`src/rtl/fruit_pool.sv`:
```
// fruit_pool: fixed pool of ballistic fruit slots with launch, slice detection,
// miss/cut scoring and a level-driven gravity that rises with the cut total.
module fruit_pool #(
  parameter int NUM_FRUITS  = 4,
  parameter int POS_W       = 11,
  parameter int VEL_W       = 8,
  parameter int GRAVITY     = 1,
  parameter int GRAVITY_MAX = 4,
  parameter int LEVEL_SHIFT = 3,
  parameter int X_MAX       = 639,
  parameter int Y_MAX       = 479,
  parameter int FRUIT_SIZE  = 4,
  parameter int CUT_FRAMES  = 8,
  parameter int CNT_W       = 8
) (
  input  logic                        frame_clk,
  input  logic                        Reset,
  input  logic                        launch_valid,
  output logic                        launch_ready,
  input  logic [POS_W-1:0]            launch_x,
  input  logic [VEL_W-1:0]            launch_vx,
  input  logic [VEL_W-1:0]            launch_vy,
  input  logic                        cut_valid,
  input  logic [POS_W-1:0]            cut_x,
  input  logic [POS_W-1:0]            cut_y,
  output logic [NUM_FRUITS*POS_W-1:0] fruit_x,
  output logic [NUM_FRUITS*POS_W-1:0] fruit_y,
  output logic [NUM_FRUITS-1:0]       fruit_active,
  output logic [NUM_FRUITS-1:0]       fruit_cut,
  output logic [9:0]                  fruit_s,
  output logic [CNT_W-1:0]            cut_count,
  output logic [CNT_W-1:0]            miss_count,
  output logic [3:0]                  gravity
);
  localparam int TW = $clog2(CUT_FRAMES + 1);
  localparam int HW = $clog2(NUM_FRUITS + 1);
  localparam logic signed [POS_W:0] XM = (POS_W+1)'(X_MAX);
  localparam logic signed [POS_W:0] YM = (POS_W+1)'(Y_MAX);
  localparam logic signed [POS_W:0] FS = (POS_W+1)'(FRUIT_SIZE);
  localparam logic signed [VEL_W:0] VMAX = (VEL_W+1)'(2**(VEL_W-1) - 1);
  localparam logic [3:0] G0 = 4'(GRAVITY);
  localparam logic [3:0] GMAX = 4'(GRAVITY_MAX);

  typedef enum logic [1:0] {IDLE, FLYING, CUT} state_t;

  logic [NUM_FRUITS-1:0] idle, sel, hit_v, miss_v;
  logic [HW-1:0] hits, misses;
  logic [CNT_W:0] cut_sum, miss_sum, gsum;
  logic accept;

  assign fruit_s = 10'(FRUIT_SIZE);
  assign launch_ready = |idle;
  assign accept = launch_valid & launch_ready;
  // one-hot of the lowest IDLE slot
  assign sel = idle & (~idle + NUM_FRUITS'(1));

  for (genvar i = 0; i < NUM_FRUITS; i++) begin : g_slot
    state_t st, st_n;
    logic signed [POS_W-1:0] x, y;
    logic signed [VEL_W-1:0] vx, vy;
    logic [TW-1:0] tmr;
    logic signed [POS_W:0] nx, ny, dx, dy;
    logic signed [VEL_W:0] vs;
    logic load, hit, ext;
    assign nx = (POS_W+1)'(x) + (POS_W+1)'(vx);
    assign ny = (POS_W+1)'(y) + (POS_W+1)'(vy);
    assign vs = (VEL_W+1)'(vy) + (VEL_W+1)'($signed({1'b0, gravity}));
    assign dx = (POS_W+1)'(x) - (POS_W+1)'($signed(cut_x));
    assign dy = (POS_W+1)'(y) - (POS_W+1)'($signed(cut_y));
    assign load = accept & sel[i];
    assign hit = st == FLYING && cut_valid && dx <= FS && dx >= -FS && dy <= FS && dy >= -FS;
    assign ext = st == FLYING && !hit &&
                 ((ny > YM && !vy[VEL_W-1] && vy != '0) || nx[POS_W] || nx > XM);
    assign idle[i] = st == IDLE;
    assign hit_v[i] = hit;
    assign miss_v[i] = ext;
    assign fruit_active[i] = st == FLYING;
    assign fruit_cut[i] = st == CUT;
    assign fruit_x[i*POS_W +: POS_W] = st == IDLE ? '0 : x;
    assign fruit_y[i*POS_W +: POS_W] = st == IDLE ? '0 : y;
    always_comb
      st_n = st == IDLE   ? (load ? FLYING : IDLE) :
             st == FLYING ? (hit ? CUT : ext ? IDLE : FLYING) :
                            (tmr == '0 ? IDLE : CUT);
    always_ff @(posedge frame_clk) begin
      if (Reset) begin
        st  <= IDLE;
        x   <= '0;
        y   <= '0;
        vx  <= '0;
        vy  <= '0;
        tmr <= '0;
      end else begin
        st  <= st_n;
        tmr <= hit ? TW'(CUT_FRAMES - 1) : st == CUT ? tmr - TW'(1) : tmr;
        if (load) begin
          x  <= $signed(launch_x);
          y  <= YM[POS_W-1:0];
          vx <= $signed(launch_vx);
          vy <= $signed(launch_vy);
        end else if (st == FLYING && !hit && !ext) begin
          x  <= nx[POS_W-1:0];
          y  <= ny[POS_W-1:0];
          vy <= vs > VMAX ? VMAX[VEL_W-1:0] : vs[VEL_W-1:0];
        end
      end
    end
  end

  always_comb begin
    hits = '0;
    misses = '0;
    for (int i = 0; i < NUM_FRUITS; i++) begin
      hits = hits + HW'(hit_v[i]);
      misses = misses + HW'(miss_v[i]);
    end
  end

  assign cut_sum  = {1'b0, cut_count} + (CNT_W+1)'(hits);
  assign miss_sum = {1'b0, miss_count} + (CNT_W+1)'(misses);
  assign gsum     = (CNT_W+1)'(G0) + (CNT_W+1)'(cut_count >> LEVEL_SHIFT);

  always_ff @(posedge frame_clk) begin
    if (Reset) begin
      cut_count  <= '0;
      miss_count <= '0;
      gravity    <= G0;
    end else begin
      cut_count  <= cut_sum[CNT_W] ? '1 : cut_sum[CNT_W-1:0];
      miss_count <= miss_sum[CNT_W] ? '1 : miss_sum[CNT_W-1:0];
      gravity    <= gsum > (CNT_W+1)'(GMAX) ? GMAX : gsum[3:0];
    end
  end
endmodule

```
`config.mk`:
```
export PLATFORM = sky130hd
export DESIGN_NAME = fruit_pool
export DESIGN_NICKNAME = d
export VERILOG_FILES = /design/src/rtl/fruit_pool.sv
export SDC_FILE = /design/constraint.sdc
export NUM_CORES = 1
export LEC_CHECK = 0
export BUFFER_PORTS_ARGS = -buffer_cell sky130_fd_sc_hd__buf_2
export CORE_UTILIZATION = 25
export DETAILED_ROUTE_END_ITERATION = 10
export SYNTH_ARGS = -nofsm -noshare
export SYNTH_HDL_FRONTEND = slang
export SYNTH_SLANG_ARGS = --single-unit
```
`constraint.sdc`:
```
create_clock -name frame_clk -period 11.4 [get_ports frame_clk]
set_input_delay 2.28 -clock frame_clk [delete_from_list [all_inputs] [get_ports frame_clk]]
set_output_delay 2.28 -clock frame_clk [all_outputs]
set_load 0.02 [all_outputs]
```
* Word-level counts from Yosys, hierarchy flattened
Index checks and enable logic that the tools add are counted.
** Storage, ports and cells
- Bits of input ports :: 53
- Register bits after elaboration :: 196
- Word-level logic and storage cells :: 275
- Output and inout port bits :: 127
** Operators by class
- Mux-type cells :: 71
- $add $sub $neg :: 34
- Reductions and logical operators :: 90
- Bitwise gates (word level) :: 7
- Magnitude comparators :: 29
- Eq/ne operators :: 8
** Operators with widths (count)
- $mux W11 :: 16
- $mux W8 :: 14
- $add A11 B8 Y12 :: 8
- $ge A12 B3 Y1 const B :: 8
- $le A12 B4 Y1 const B :: 8
- $sub A11 B11 Y12 :: 8
- $mux W9 :: 8
- $gt A12 B10 Y1 const B :: 4
- $gt A12 B11 Y1 const B :: 4
- $logic_and A1 B1 Y1 :: 40
- $add A8 B5 Y9 :: 4
- $gt A9 B8 Y1 const B :: 4
- $mux W2 :: 16
- $reduce_bool A8 Y1 :: 4
- $mux W3 :: 9
- $add A8 B3 Y9 :: 2
- $reduce_or A2 Y1 :: 9
- $logic_not A4 Y1 :: 4
- $reduce_bool A2 Y1 :: 8
- $sub A4 B1 Y4 const B :: 4
- $logic_not A1 Y1 :: 12
- $eq A2 B1 Y1 const B :: 4
- $eq A2 B2 Y1 const B :: 4
- $logic_not A2 Y1 :: 4
- other kinds (12) :: 33

* Logic depth before layout (Yosys ltp)
- Word-level depth :: 14
- Mapped depth :: 23

* Worst setup path before layout
No wires, ideal clock.
- Path kind :: input -> register
- From :: input port cut_x[1]
- To :: register miss_count[0]
- Setup time :: 0.072 ns
- Setup slack :: 4.700 ns
- Path buffers :: 0
- Cell stages on the path :: 20
- Arrival :: 6.628 ns
- Data required time :: 11.328 ns
- Path through :: inv_1 ha_1 nor2b_1 o21a_1 o21ai_1 a211oi_1 a311o_1 or4_1 or3_1 a21boi_1 nor3b_1 fa_1 inv_1 fa_1 inv_1 fa_1 nand2_1 nor2_1 nand4_1 a21oi_1
** Between the ends
- Longest elaborated chain between the ends :: 14
- Elaborated cells on any way between the ends :: 45
- Classes of those cells :: add/sub: 8; order compare: 8; mux: 1; reduce/logical: 28
** Ends and longest elaborated chain
- start, declared :: line 24 : input logic [POS_W-1:0] cut_x,
- $sub A11 B11 Y12 :: line 68 : assign dx = (POS_W+1)'(x) - (POS_W+1)'($signed(cut_x));
- $le A12 B4 Y1 :: line 71 : assign hit = st == FLYING && cut_valid && dx <= FS && dx >= -FS && dy <= FS && dy >= -FS;
- $logic_and A1 B1 Y1 (4 in series) :: line 71
- $logic_not A1 Y1 :: line 72 : assign ext = st == FLYING && !hit &&
- $logic_and A1 B1 Y1 (2 in series) :: line 72
- $add A1 B1 Y2 :: line 115 : misses = misses + HW'(miss_v[i]);
- $add A2 B1 Y3 :: line 115
- $add A3 B1 Y3 * :: line 115
- $add A8 B3 Y9 * :: line 120 : assign miss_sum = {1'b0, miss_count} + (CNT_W+1)'(misses);
- $mux W8 * :: line 130 : miss_count <= miss_sum[CNT_W] ? '1 : miss_sum[CNT_W-1:0];
- end signal, assigned :: line 130
- end, declared :: line 32 : output logic [CNT_W-1:0] miss_count,
Every way passes the cells marked *; elsewhere a longest branch is shown, timed or not.
A chain may end at the register's enable or synchronous reset.

* Worst setup path after layout
- From :: input port cut_x[1]
- To :: register miss_count[1]
The elaborated chain is that of the path after synthesis.

==> impl_metrics.ini <==
[finish]
layout.cells.non_filler = 3444
nFillCells = 7688
seqCellArea_um2 = 3920
syn2layout_area_growth_pct = 13.1
multi_input_area_um2 = 13300
drive_gt1_share_pct = 10.1
nNetsFinal = 2755

[synthesis]
yosys_register_bits = 196
synth_compound_area_share_pct = 25.3
synthCells = 2371
synth_xor_xnor_area_share_pct = 5.57
synth_top_cell_area_share_pct = 21.7
synth_area_um2 = 18100
async_flop_share_pct = 0
synth_simple_gate_area_share_pct = 24.5
yosys_warnings = 0
synthTopCellsByArea = dfxtp_1 (22%), ha_1 (14%), a21oi_1 (6.0%)
yosys.cell_count.top_type = nand2_1
ys_top_cells_by_count = nand2_1 (243), a21oi_1 (216), ha_1 (204), dfxtp_1 (196), nor2_1 (191)
yosysUniqueCellTypes = 90
synth-edff-count = 0
synth_top_family_by_area = compound AO/OA/AOI/OAI gates
synth_fa_ha_area_share_pct = 16.1
synthMuxAreaShare_pct = 1.79
synth_seq_area_share_pct = 21.7
synthFlopType = dfxtp_1
syn_avg_cell_area_um2 = 7.62
synth_area_leader_cell = dfxtp_1

[sta]
rsz0062_at_grt = no
slew_headroom_pct = 18.4
setup_violations = 0
fmax_ghz = 0.140
period_share_pct = 62.8
skew_ps = 18.4
setup_tns_ps = 0
worst_slack_ps = 4240
maxSlewViolCount = 0
hold_viol_final = 0
fin_crit_ps = 7160
worst_pin_slew_ps = 1210

[placement]
io_buffers = 169
gp_congestion = 0.925
dp_hpwl_mm = 49.9
pre_cts_slack_ps = 3730
dpl.cell_count = 3411

[setup_path]
required_ps = 11820
max_stage_delay_ps = 510
crit_buf_inv = 5
critPathCaptureType = register
critPathLaunchType = input port
critical-path-top-delay-family = compound AO/OA/AOI/OAI gates
timing.critical_path.mode_cell = inv_1
r2r_start = g_slot[2].x[1]$_SDFFE_PP0P_
cp_slowest_cell = fa_1
critPathLaunch = cut_x[1]
path_max_fanout = 7
timing_worst_setup_path_type = input port to register
worstPathCellList = buf_2 -> inv_1 -> ha_1 -> nor2b_1 -> o31a_1 -> or4b_1 -> a31oi_1 -> o21bai_1 -> a211o_1 -> o22ai_1 -> nand2_1 -> inv_1 -> nor2_1 -> fa_1 -> inv_1 -> fa_1 -> inv_1 -> fa_1 -> nand2_1 -> nor2_1 -> nand4_1 -> a21oi_1
arrival_ps = 7580

[clock_tree]
insertion_delay_ps = 500
cts.sinks = 196
ctsResizeCount = 0
clkTransAtPathRegs_ps = 70
clockRootBuffer = clkbuf_16
post_cts_buffers = 0
cts_tree = built
cts_buffers = 17
clockBufferDepth = 2
hold_buffers = 0
htree_levels = 4

[drt]
first_pass_iters = 6
wl_per_cell_um = 18.4
drt-initial-drc-count = 1107
routed_wl_mm = 63.5
viasPerCell = 5.14
ant_nets = 0
vias = 17687
drc = 0

[pwr]
p_leak_nw = 8.72
clkPwrFrac_pct = 33.7
switchingPower_w = 0.000692
p_comb_share_pct = 26.9
p_seq_share_pct = 39.4
design_power_total_w = 0.00195
power_switching_share_pct = 35.6
p_per_area_nw_per_um2 = 95.2
p_int_w = 0.00125
irDropWorstVdd_mv = 0.0890

[min_path]
hp-class = register to register
holdCritStartpoint = g_slot[2].vx[6]$_SDFFE_PP0P_

[global_route]
overflow = 0
grt_pass1_wl_mm = 96.5
antenna_found_initial = 3
grt_max_degree = 73
grt_usage_pct = 17.0
grt_pass1_vias = 16197

[floorplan]
ioPinCount = 180
fp.dieArea_um2 = 73400
core-area_um2 = 71500
die_h_um = 271
fp-row-count = 98
start_util_pct = 25.3
dieWidth_um = 271

[status]
status = finished, final reports clean

[run]
drv_cap = 0
==> metal layers <==
| metal | share of wire (%) | track usage, % | vias up |
|---|---|---|---|
| met3 | 4.9 | 3.77 | 93 |
| met2 | 46 | 27.8 | 414 |
| met5 | 0.028 | 0 | - |
| li1 | - | - | 8871 |
| met4 | 3.5 | 5.95 | 4 |
| met1 | 46 | 21.7 | 8305 |
==> metrics by stage <==
| step | hold slack (ps) | cell area, µm² | util, % |
|---|---|---|---|
| 2_1_floorplan | 440 | 18100 | - |
| 3_3_place_gp | 447 | 19800 | 27.7 |
| 3_5_place_dp | 451 | 19800 | 27.7 |
| 4_1_cts | 461 | 20400 | 28.6 |
| 5_1_grt | 478 | 20400 | 28.6 |
| 6_report | 461 | 20400 | 28.6 |
==> cells by family (layout without fill, tap and decap cells) <==
| logic type | count (synthesis) | count (layout) |
|---|---|---|
| AOI/OAI and AO/OA | 697 | 697 |
| buffers and inverters | 219 | 332 |
| muxes | 32 | 32 |
| other | 2 | 12 |
| adders and majority gates | 222 | 222 |
| DFF | 196 | 196 |
| and+or+nand+nor | 888 | 888 |
| xor gates and xnor gates | 115 | 115 |
==> sequential cells by signal (all words and copies together) (netlist names) <==
register / flops
g_slot.y: 44
cut_count: 8
g_slot.vy: 32
g_slot.tmr: 16
g_slot.x: 44
g_slot.vx: 32
g_slot.st: 8
miss_count: 8
gravity: 4
==> worst min-delay path, stage by stage (launching register included) <==
cell and delay, ps:
dfxtp_1 310, nand2_1 50, a21oi_1 50
==> power groups by stage <==
stage | logic, W | registers, W | clock network, W
global placement | 0.000515 | 0.000784 | 0
global route | 0.000581 | 0.000771 | 0.000702
detailed placement | 0.000515 | 0.000783 | 0
floorplan | 0.000389 | 0.000756 | 0
finish | 0.000523 | 0.000766 | 0.000656
CTS | 0.000519 | 0.000767 | 0.000677
==> area by class of cell <==
type | count | share of cell area [%]
timing repair buffer | 186 | 4.80
sequential | 196 | 19.2
clock inverter | 14 | 0.790
antenna | 1 | 0.0123
tap | 950 | 5.82
clock buffer | 18 | 2.15
multi-input combinational | 1965 | 65.1
inverter | 114 | 2.09
==> layout by cell type, fill, tap and decap left out, types with 46 or more instances in the layout <==
master    instances
dfxtp_1         196
a21oi_1         215
nor2b_1         120
inv_1           113
a21o_1           48
nand2_1         243
buf_2           168
xnor2_1          69
ha_1            204
nand3_1          50
nor2_1          187
nor3_1           86
xor2_1           46
o21ai_0         119
a211oi_1         75
==> final timing paths <==
path,end,slack (ps),cells past startpoint
hold / removal,g_slot[2].vx[6]$_SDFFE_PP0P_,460,2
setup reg to reg,miss_count[1]$_SDFF_PP0_,5750,20
hold reg to reg,g_slot[2].vx[6]$_SDFFE_PP0P_,460,2
setup / recovery,miss_count[1]$_SDFF_PP0_,4240,22
No activity file was read; power rests on OpenSTA's default activity.
